**config.mk**
```make
export PLATFORM = sky130hd
export DESIGN_NAME = nn_sequencer
export DESIGN_NICKNAME = d
export VERILOG_FILES = /design/src/rtl/nn_pkg.sv /design/src/rtl/nn_addr_gen.sv /design/src/rtl/nn_sequencer.sv
export SDC_FILE = /design/constraint.sdc
export NUM_CORES = 1
export LEC_CHECK = 0
export ABC_AREA = 1
export CAP_MARGIN = 20
export CORE_MARGIN = 3
export CORE_UTILIZATION = 45
export CTS_CLUSTER_SIZE = 10
export DETAILED_ROUTE_END_ITERATION = 8
export PLACE_DENSITY = 0.68
export SETUP_SLACK_MARGIN = 0.05
export SYNTH_ARGS = -nofsm -noshare
export SYNTH_HDL_FRONTEND = slang
export SYNTH_SLANG_ARGS = --single-unit
```
**constraint.sdc**
```tcl
create_clock -name clk -period 2 [get_ports clk]
set_input_delay 0.4 -clock clk [delete_from_list [all_inputs] [get_ports clk]]
set_output_delay 0.4 -clock clk [all_outputs]
set_load 0.05 [all_outputs]
```
**src/rtl/nn_pkg.sv**
```systemverilog
// nn_pkg: shared state encoding, address widths and default sizes for the MLP sequencer.
package nn_pkg;
  typedef enum logic [2:0] {IDLE, L1_STREAM, L1_WAIT, SIG_WAIT, L2_STREAM, DRAIN, DONE} state_e;
  localparam int A1_W = 18;
  localparam int A2_W = 12;
  localparam int A3_W = 10;
  localparam int A6_W = 7;
  localparam int SEL_W = 7;
  localparam int N_IN_DEF = 784;
  localparam int N_HID_DEF = 32;
  localparam int N_OUT_DEF = 10;
  localparam int N_PAR_DEF = 10;
endpackage

```
**src/rtl/nn_addr_gen.sv**
```systemverilog
// nn_addr_gen: loop counters and running-base adders producing datapath addresses and mux select.
module nn_addr_gen
  import nn_pkg::*;
#(
  parameter int N_IN = N_IN_DEF,
  parameter int N_HID = N_HID_DEF,
  parameter int N_OUT = N_OUT_DEF,
  parameter int N_PAR = N_PAR_DEF
) (
  input  logic             clk,
  input  logic             reset,
  input  logic             l1_clr,
  input  logic             l1_step,
  input  logic             h_step,
  input  logic             l2_clr,
  input  logic             l2_step,
  output logic             i_last,
  output logic             h_last,
  output logic             l2_last,
  output logic [A1_W-1:0]  a1,
  output logic [A2_W-1:0]  a2,
  output logic [A3_W-1:0]  a3,
  output logic [A6_W-1:0]  a6,
  output logic [SEL_W-1:0] sel
);
  logic [A3_W-1:0] i_q, i_d;
  logic [A2_W-1:0] h_q, h_d, a2_q, a2_d;
  logic [A1_W-1:0] base1_q, base1_d;
  logic [A6_W-1:0] o_q, o_d, a6_q, a6_d;
  logic [SEL_W-1:0] s_q, s_d;
  logic o_last;
  // a6 walks s*N_OUT+o linearly; a2 restarts at h for every new s row
  always_comb begin
    i_last = i_q == A3_W'(N_IN - 1);
    h_last = h_q == A2_W'(N_HID - 1);
    o_last = o_q == A6_W'(N_OUT - 1);
    l2_last = o_last && s_q == SEL_W'(N_PAR - 1);
    i_d = l1_clr || (l1_step && i_last) ? '0 : l1_step ? i_q + 1'b1 : i_q;
    h_d = l1_clr ? '0 : h_step ? h_q + 1'b1 : h_q;
    base1_d = l1_clr ? '0 : h_step ? base1_q + A1_W'(N_IN) : base1_q;
    o_d = l2_clr || (l2_step && o_last) ? '0 : l2_step ? o_q + 1'b1 : o_q;
    s_d = l2_clr ? '0 : l2_step && o_last ? s_q + 1'b1 : s_q;
    a2_d = l2_clr || (l2_step && o_last) ? h_q : l2_step ? a2_q + A2_W'(N_HID) : a2_q;
    a6_d = l2_clr ? '0 : l2_step ? a6_q + 1'b1 : a6_q;
  end
  always_ff @(posedge clk) begin
    if (reset) begin
      i_q <= '0;
      h_q <= '0;
      base1_q <= '0;
      o_q <= '0;
      s_q <= '0;
      a2_q <= '0;
      a6_q <= '0;
    end else begin
      i_q <= i_d;
      h_q <= h_d;
      base1_q <= base1_d;
      o_q <= o_d;
      s_q <= s_d;
      a2_q <= a2_d;
      a6_q <= a6_d;
    end
  end
  assign a1 = base1_q + A1_W'(i_q);
  assign a2 = a2_q;
  assign a3 = i_q;
  assign a6 = a6_q;
  assign sel = s_q;
endmodule

```
**src/rtl/nn_sequencer.sv**
```systemverilog
// nn_sequencer: batch FSM driving the two-layer MLP datapath; all outputs registered one cycle after the state.
module nn_sequencer
  import nn_pkg::*;
#(
  parameter int N_IN = N_IN_DEF,
  parameter int N_HID = N_HID_DEF,
  parameter int N_OUT = N_OUT_DEF,
  parameter int N_PAR = N_PAR_DEF,
  parameter int TIMEOUT = 4096
) (
  input  logic             clk,
  input  logic             reset,
  input  logic             go,
  input  logic             mac1_done,
  input  logic             sig_ready,
  input  logic             mac2_done,
  output logic [A1_W-1:0]  address_1,
  output logic [A3_W-1:0]  address_3,
  output logic [A2_W-1:0]  address_2,
  output logic [A6_W-1:0]  address_6,
  output logic [SEL_W-1:0] sel,
  output logic             mac1_start,
  output logic             mac2_start,
  output logic             busy,
  output logic             done,
  output logic             error
);
  localparam int WW = $clog2(TIMEOUT) + 1;
  localparam logic [WW-1:0] W_MAX = WW'(TIMEOUT - 1);
  state_e state_q, state_d;
  logic [WW-1:0] wait_q;
  logic err_q, err_d, waiting, tmo;
  logic l1_clr, l1_step, h_step, l2_clr, l2_step, i_last, h_last, l2_last;
  logic [A1_W-1:0] a1, address_1_d;
  logic [A2_W-1:0] a2, address_2_d;
  logic [A3_W-1:0] a3, address_3_d;
  logic [A6_W-1:0] a6, address_6_d;
  logic [SEL_W-1:0] s, sel_d;
  logic mac1_start_d, mac2_start_d, busy_d, done_d;
  nn_addr_gen #(.N_IN(N_IN), .N_HID(N_HID), .N_OUT(N_OUT), .N_PAR(N_PAR)) u_addr (
    .clk(clk), .reset(reset), .l1_clr(l1_clr), .l1_step(l1_step), .h_step(h_step),
    .l2_clr(l2_clr), .l2_step(l2_step), .i_last(i_last), .h_last(h_last), .l2_last(l2_last),
    .a1(a1), .a2(a2), .a3(a3), .a6(a6), .sel(s)
  );
  always_ff @(posedge clk) begin
    if (reset) begin
      state_q <= IDLE;
      wait_q <= '0;
      err_q <= 1'b0;
      address_1 <= '0;
      address_2 <= '0;
      address_3 <= '0;
      address_6 <= '0;
      sel <= '0;
      mac1_start <= 1'b0;
      mac2_start <= 1'b0;
      busy <= 1'b0;
      done <= 1'b0;
      error <= 1'b0;
    end else begin
      state_q <= state_d;
      wait_q <= state_d != state_q ? '0 : wait_q + 1'b1;
      err_q <= err_d;
      address_1 <= address_1_d;
      address_2 <= address_2_d;
      address_3 <= address_3_d;
      address_6 <= address_6_d;
      sel <= sel_d;
      mac1_start <= mac1_start_d;
      mac2_start <= mac2_start_d;
      busy <= busy_d;
      done <= done_d;
      error <= err_q;
    end
  end
  // wait inputs only count in their own state, so early pulses fall through
  always_comb begin
    waiting = (state_q == L1_WAIT && !mac1_done) || (state_q == SIG_WAIT && !sig_ready) ||
              (state_q == DRAIN && !mac2_done);
    tmo = waiting && wait_q == W_MAX;
    l1_clr = state_q == IDLE && go;
    l1_step = state_q == L1_STREAM;
    l2_clr = state_q == SIG_WAIT && sig_ready;
    l2_step = state_q == L2_STREAM;
    h_step = l2_step && l2_last && !h_last;
    err_d = l1_clr ? 1'b0 : tmo ? 1'b1 : err_q;
    state_d = state_q;
    case (state_q)
      IDLE:      state_d = go ? L1_STREAM : IDLE;
      L1_STREAM: state_d = i_last ? L1_WAIT : L1_STREAM;
      L1_WAIT:   state_d = mac1_done ? SIG_WAIT : tmo ? IDLE : L1_WAIT;
      SIG_WAIT:  state_d = sig_ready ? L2_STREAM : tmo ? IDLE : SIG_WAIT;
      L2_STREAM: state_d = !l2_last ? L2_STREAM : h_last ? DRAIN : L1_STREAM;
      DRAIN:     state_d = mac2_done ? DONE : tmo ? IDLE : DRAIN;
      default:   state_d = IDLE;
    endcase
  end
  always_comb begin
    address_1_d = l1_step ? a1 : '0;
    address_3_d = l1_step ? a3 : '0;
    mac1_start_d = l1_step && a3 == '0;
    address_2_d = l2_step ? a2 : '0;
    address_6_d = l2_step ? a6 : '0;
    sel_d = l2_step ? s : '0;
    mac2_start_d = l2_step;
    busy_d = state_q != IDLE;
    done_d = state_q == DONE;
  end
endmodule

```
Word-level counts from Yosys, hierarchy flattened
Index checks and enable logic that the tools add are counted.
{"block": "word_totals", "regBits": 149, "inputBits": 6, "out_inout_bits": 59, "wordCells": 87}
{"block": "classes", "add_sub_neg": 9, "eq_ne": 12, "n_mux": 13, "n_bitwise": 2, "reduce_logical": 31}
{"op": "12-bit 2-to-1 mux", "count": 2}
{"op": "7-bit by 1-bit adder with 7-bit output (second input constant)", "count": 3}
{"op": "18-bit by 10-bit adder with 18-bit output", "count": 1}
{"op": "18-bit by 10-bit adder with 18-bit output (second input constant)", "count": 1}
{"op": "3-bit case mux with 6 select lines", "count": 1}
{"op": "3-bit 2-to-1 mux", "count": 5}
{"op": "7-bit by 4-bit == test with 1-bit output (second input constant)", "count": 2}
{"op": "2-bit OR reduction", "count": 7}
{"op": "13-bit by 1-bit adder with 13-bit output (second input constant)", "count": 1}
{"op": "13-bit by 12-bit == test with 1-bit output (second input constant)", "count": 1}
{"op": "12-bit by 1-bit adder with 12-bit output (second input constant)", "count": 1}
{"op": "12-bit by 6-bit adder with 12-bit output (second input constant)", "count": 1}
{"op": "12-bit by 5-bit == test with 1-bit output (second input constant)", "count": 1}
{"op": "1-bit logical AND", "count": 12}
{"op": "10-bit by 1-bit adder with 10-bit output (second input constant)", "count": 1}
{"op": "10-bit == test (second input constant)", "count": 1}
{"op": "10-bit zero test", "count": 1}
{"op": "3-bit == test (second input constant)", "count": 3}
{"op": "2-bit 2-to-1 mux", "count": 4}
{"op": "3-bit by 2-bit == test with 1-bit output (second input constant)", "count": 2}
{"op": "1-bit zero test", "count": 4}
{"op": "1-bit logical OR", "count": 4}
{"op": "3-bit by 1-bit == test with 1-bit output (second input constant)", "count": 1}
{"op": "3-bit zero test", "count": 1}
{"op": "5 further kinds", "count": 6}

Logic depth before layout (Yosys ltp)
{"block": "depth", "ltp_word": 10, "ltp_mapped": 13, "mapped_depth_nobuf": 13}

Hierarchy
Synthesis repeated with hierarchy kept, for this count alone.
{"block": "unflattened", "cells_unflattened": 863, "area_unflattened_um2": 6481.2}
{"module": "nn_addr_gen", "instances": 1, "cells_each": 551, "area_per_inst_um2": 3828.7}
{"module": "nn_sequencer", "instances": 1, "cells_each": 312, "area_per_inst_um2": 2652.5}

Worst setup path after synthesis
OpenSTA, ideal clock, no wires.
{"block": "synth_path", "kind": "register -> register", "start": "register u_addr.o_q[0]", "end": "register wait_q[4]", "setup_ns": 0.120, "arrival_time_ns": 1.499, "required_time_ns": 1.880, "path_slack_ns": 0.381, "stages_incl_launch_ff": 12, "path_buffers": 1, "cell_sequence": "dfxtp_1 > ha_1 > nand2_1 > inv_1 > nand3_2 > nor2_2 > nand2_1 > a21oi_1 > nand3_1 > nand2_2 > buf_6 > nor3_2"}
{"block": "synth_between", "elab_chain_len": 6}
{"item": "start, declared", "line": "nn_addr_gen.sv:29", "source": "logic [A6_W-1:0] o_q, o_d, a6_q, a6_d;"}
{"item": "start signal, assigned", "line": "nn_addr_gen.sv:51", "source": "o_q <= '0;"}
{"item": "start signal, assigned", "line": "nn_addr_gen.sv:59", "source": "o_q <= o_d;"}
{"item": "7-bit by 4-bit == test with 1-bit output", "line": "nn_addr_gen.sv:36", "source": "o_last = o_q == A6_W'(N_OUT - 1);"}
{"item": "1-bit logical AND", "line": "nn_addr_gen.sv:37", "source": "l2_last = o_last && s_q == SEL_W'(N_PAR - 1);"}
{"item": "3-bit 2-to-1 mux", "line": "nn_sequencer.sv:93", "source": "L2_STREAM: state_d = !l2_last ? L2_STREAM : h_last ? DRAIN : L1_STREAM;"}
{"item": "3-bit case mux with 6 select lines", "line": "nn_sequencer.sv:88", "source": "case (state_q)"}
{"item": "3-bit inequality test", "line": "nn_sequencer.sv:62", "source": "wait_q <= state_d != state_q ? '0 : wait_q + 1'b1;"}
{"item": "2-bit OR reduction (no line)"}
{"item": "end signal, assigned", "line": "nn_sequencer.sv:62"}
{"item": "end, declared", "line": "nn_sequencer.sv:31", "source": "logic [WW-1:0] wait_q;"}
No other way between the ends.
A chain may end at the register's enable or synchronous reset.

Final worst setup path
{"block": "layout_path", "start": "register address_1[6]", "end": "output address_1[6]"}
{"item": "start, declared", "line": "nn_sequencer.sv:17", "source": "output logic [A1_W-1:0] address_1,"}
{"item": "start signal, assigned", "line": "nn_sequencer.sv:64", "source": "address_1 <= address_1_d;"}
No word-level cell between the ends.

==> results.cfg <==
[drt]
firstDrtPassIters = 5
drt_iter0_drc = 292
wl_per_cell_um = 12.0
wl_met1_um = 6470
top_layer_used = met4
via_count = 5458
viasPerCell = 4.89
met3_length_um = 598
drcViolationCount = 0
routed_wl_um = 13400
met2RoutedLength_um = 6160
postRouteAntennaNets = 0

[place]
gp_congestion = 0.854
placed_cells = 1083
hpwl_um = 9710
io_buffers = 64

[synth]
synth_edf_count = 0
synthDistinctLibCells = 40
ys_ff_latch = 141
synth_top_area_cell = dfxtp_1
yosysWarnings = 0
synthArstFlopShare = 0
synth_top_flop_cell = dfxtp_1
synth_area_per_cell_sq_um = 7.56
netlist_instances = 838
yosys-top-cells-count = dfxtp_1 (141), nand2_1 (139), inv_1 (118)
syn_area_sq_um = 6340
yosys-top-cells-area = dfxtp_1 (45%), nand2_1 (8.2%), inv_1 (7.0%)
yosysSeqAreaShare = 0.445
synth_most_common_cell = dfxtp_1
synth_nets = 862
yosysTopAreaCellShare = 0.445

[power_and_ir_drop]
p_total_uw = 6420
comb_power_share = 0.025
peakVddDrop_uv = 582
p_switching_uw = 1270
leakagePower_uw = 0.00362
clock_power_share = 0.534
internal-power_uw = 5150
p_per_area_nw_per_um2 = 800
swShare = 0.198
seq_power_share = 0.441

[final_layout]
antenna_cells = 0
synthToLayoutAreaGrowth_pct = 26.5
fin_cells = 1117
nets = 952
utilization = 0.594
drive_gt1_frac = 0.113

[clock_tree]
cts_root_buffer = clkbuf_16
clkTransAtPathRegs_ns = 0.06
cts_max_path_buffers = 2
cts_tree = done
htree_levels = 4
clkLatencyLatePin_ns = 0.42
cts_buffers = 17
numClockSinks = 141

[grt]
overflow = 0
grt_max_degree = 17
grt_pass1_wl_um = 22300
track_usage = 0.173
grt_pass1_vias = 4981
antenna_found_initial = 0

[floorplanning]
coreArea_sq_um = 13500
start_util = 0.469
fp.dieArea_sq_um = 15500
num_io_pins = 65
die_h_um = 125
dieWidth_um = 125
rows = 42

[timing]
finalSetupViolCount = 0
timing.final.crit_share = 0.957
relSlewSlack = 0.649
worstMarginPinSlew_ns = 0.526
rsz0062_at_grt = yes
fmax_mhz = 522
fin_crit_ns = 1.91
finalMaxSlewViolations = 0
clock_skew_ns = 0.0107
hold_viol = 0

[hold_path]
hold_path.startpoint = u_addr.a2[3]$_SDFFE_PP0P_
hold_path_class = reg -> reg
worstHoldPathCells = 2
hold_end = address_2[3]$_SDFF_PP0_

[setup_path]
crit_path_start_kind = flop
r2r-start = u_addr.o_q[1]$_SDFFE_PP0P_
path_class = reg -> out
worst-path-buf-inv = 1
ff2ff_path_depth = 13
crit_path_end_kind = primary output
path_cells = clkdlybuf4s50_1
cpMaxStageDelayCell = clkdlybuf4s50_1
arrival_ns = 1.51
rr_endpoint = u_addr.h_q[5]$_SDFFE_PP0P_
worstPathMaxFanout = 1
worst_path_largest_cell_delay_ns = 0.79
reg2reg_setup_slack_ns = 0.17
critical-path-top-delay-family = buffers and inverters
crit_required_ns = 1.60

[run_status]
status = finished clean

[flow_run]
cap_violations = 0
-- state kept, by name (all words and copies together), names as in the netlist, 3 cells and up --
register        cells
sel                 7
u_addr.sel          7
address_2          12
address_1          18
u_addr.base1_q     14
u_addr.a2          12
wait_q             13
u_addr.h_q         12
address_6           7
u_addr.a6           7
u_addr.a3          10
u_addr.o_q          7
state_q             3
address_3           6
-- worst register-to-register path: cells and delay by family (launching register included) --
kind | cells | cell delay [ns]
buffers and inverters | 3 | 0.26
and+or+nand+nor | 8 | 0.85
AOI/OAI and AO/OA | 1 | 0.16
adders and majority gates | 1 | 0.15
DFF | 1 | 0.33
-- per-layer routing --
layer / vias to the layer above / global-route usage
met5: - / 0
met3: 15 / 0.0476
met4: 0 / 0.0587
met2: 104 / 0.279
met1: 2477 / 0.223
li1: 2862 / -
-- power by group through the flow --
stage | clock network (uW) | registers, uW | logic (uW)
after CTS | 3490 | 2830 | 163
after detailed placement | 0 | 2890 | 163
after floorplan | 0 | 2900 | 96.3
after global placement | 0 | 2890 | 163
final | 3430 | 2830 | 162
after global routing | 3600 | 2830 | 180
-- metrics by stage --
stage | worst slack, ns | setup TNS (ns) | hold slack, ns | area [sq um]
final | 0.0857 | 0 | 0.430 | 8020
after global routing | 0.0211 | 0 | 0.432 | 8020
after CTS | 0.0502 | 0 | 0.430 | 7900
after detailed placement | -0.0136 | -0.0200 | 0.420 | 7270
after global placement | 0.0595 | 0 | 0.417 | 7270
after floorplan | 0.381 | 0 | 0.405 | 6340
-- what timing repair did --
item | in CTS | in global routing
cloned | 0 | 0
endpoints found under the setup margin | 17 | 51
buffers inserted | 0 | 2
pin swaps | 0 | 2
hold buffers | 0 | 0
gates resized for setup | 17 | 36
-- final cells by class --
class,instances,area (sq um)
multi-input cells,551,2930
clock buffers,21,460
inverters,126,475
fillers,1230,5480
clock inverters,11,189
flip-flops and latches,141,2820
repair buffers,91,920
well taps,176,220
-- how the worst max path moves through the flow --
stage / startpoint / endpoint / slack [ns] / cells past startpoint
after floorplan: u_addr.o_q[0]$_SDFFE_PP0P_ / wait_q[4]$_SDFF_PP0_ / 0.38 / 11
after global placement: sig_ready / wait_q[1]$_SDFF_PP0_ / 0.06 / 9
after detailed placement: sig_ready / wait_q[0]$_SDFF_PP0_ / -0.01 / 9
after CTS: address_2[7]$_SDFF_PP0_ / address_2[7] / 0.05 / 1
after global routing: u_addr.o_q[1]$_SDFFE_PP0P_ / u_addr.a2[8]$_SDFFE_PP0N_ / 0.02 / 11
final: address_1[6]$_SDFF_PP0_ / address_1[6] / 0.09 / 1
-- kinds of logic after synthesis --
logic type | count (synthesis) | synth area share
xor gates and xnor gates | 29 | 0.0401
adders and majority gates | 18 | 0.0367
and+or+nand+nor | 380 | 0.278
buffers and inverters | 146 | 0.0953
AOI/OAI and AO/OA | 124 | 0.104
DFF | 141 | 0.445
-- cell usage in the layout (no fill, tap or decap), types with 3 or more instances in the layout --
cell type	count
a21oi_1	61
buf_4	25
bufinv_16	5
clkbuf_16	17
clkdlybuf4s50_1	18
clkinv_2	3
dfxtp_1	141
dlygate4sd2_1	17
dlymetal6s2s_1	29
ha_1	17
inv_1	118
inv_2	6
nand2_1	138
nand2_2	6
nand2_4	4
nand3_1	36
nand3_2	5
nand4_1	6
nor2_1	115
nor2_2	6
nor2_4	4
nor3_1	33
nor3_2	14
nor3b_1	5
nor4_1	3
o211ai_1	5
o21a_1	4
o21ai_0	43
o21ai_1	4
xnor2_1	4
xor2_1	25
No activity file was read; power rests on OpenSTA's default activity.
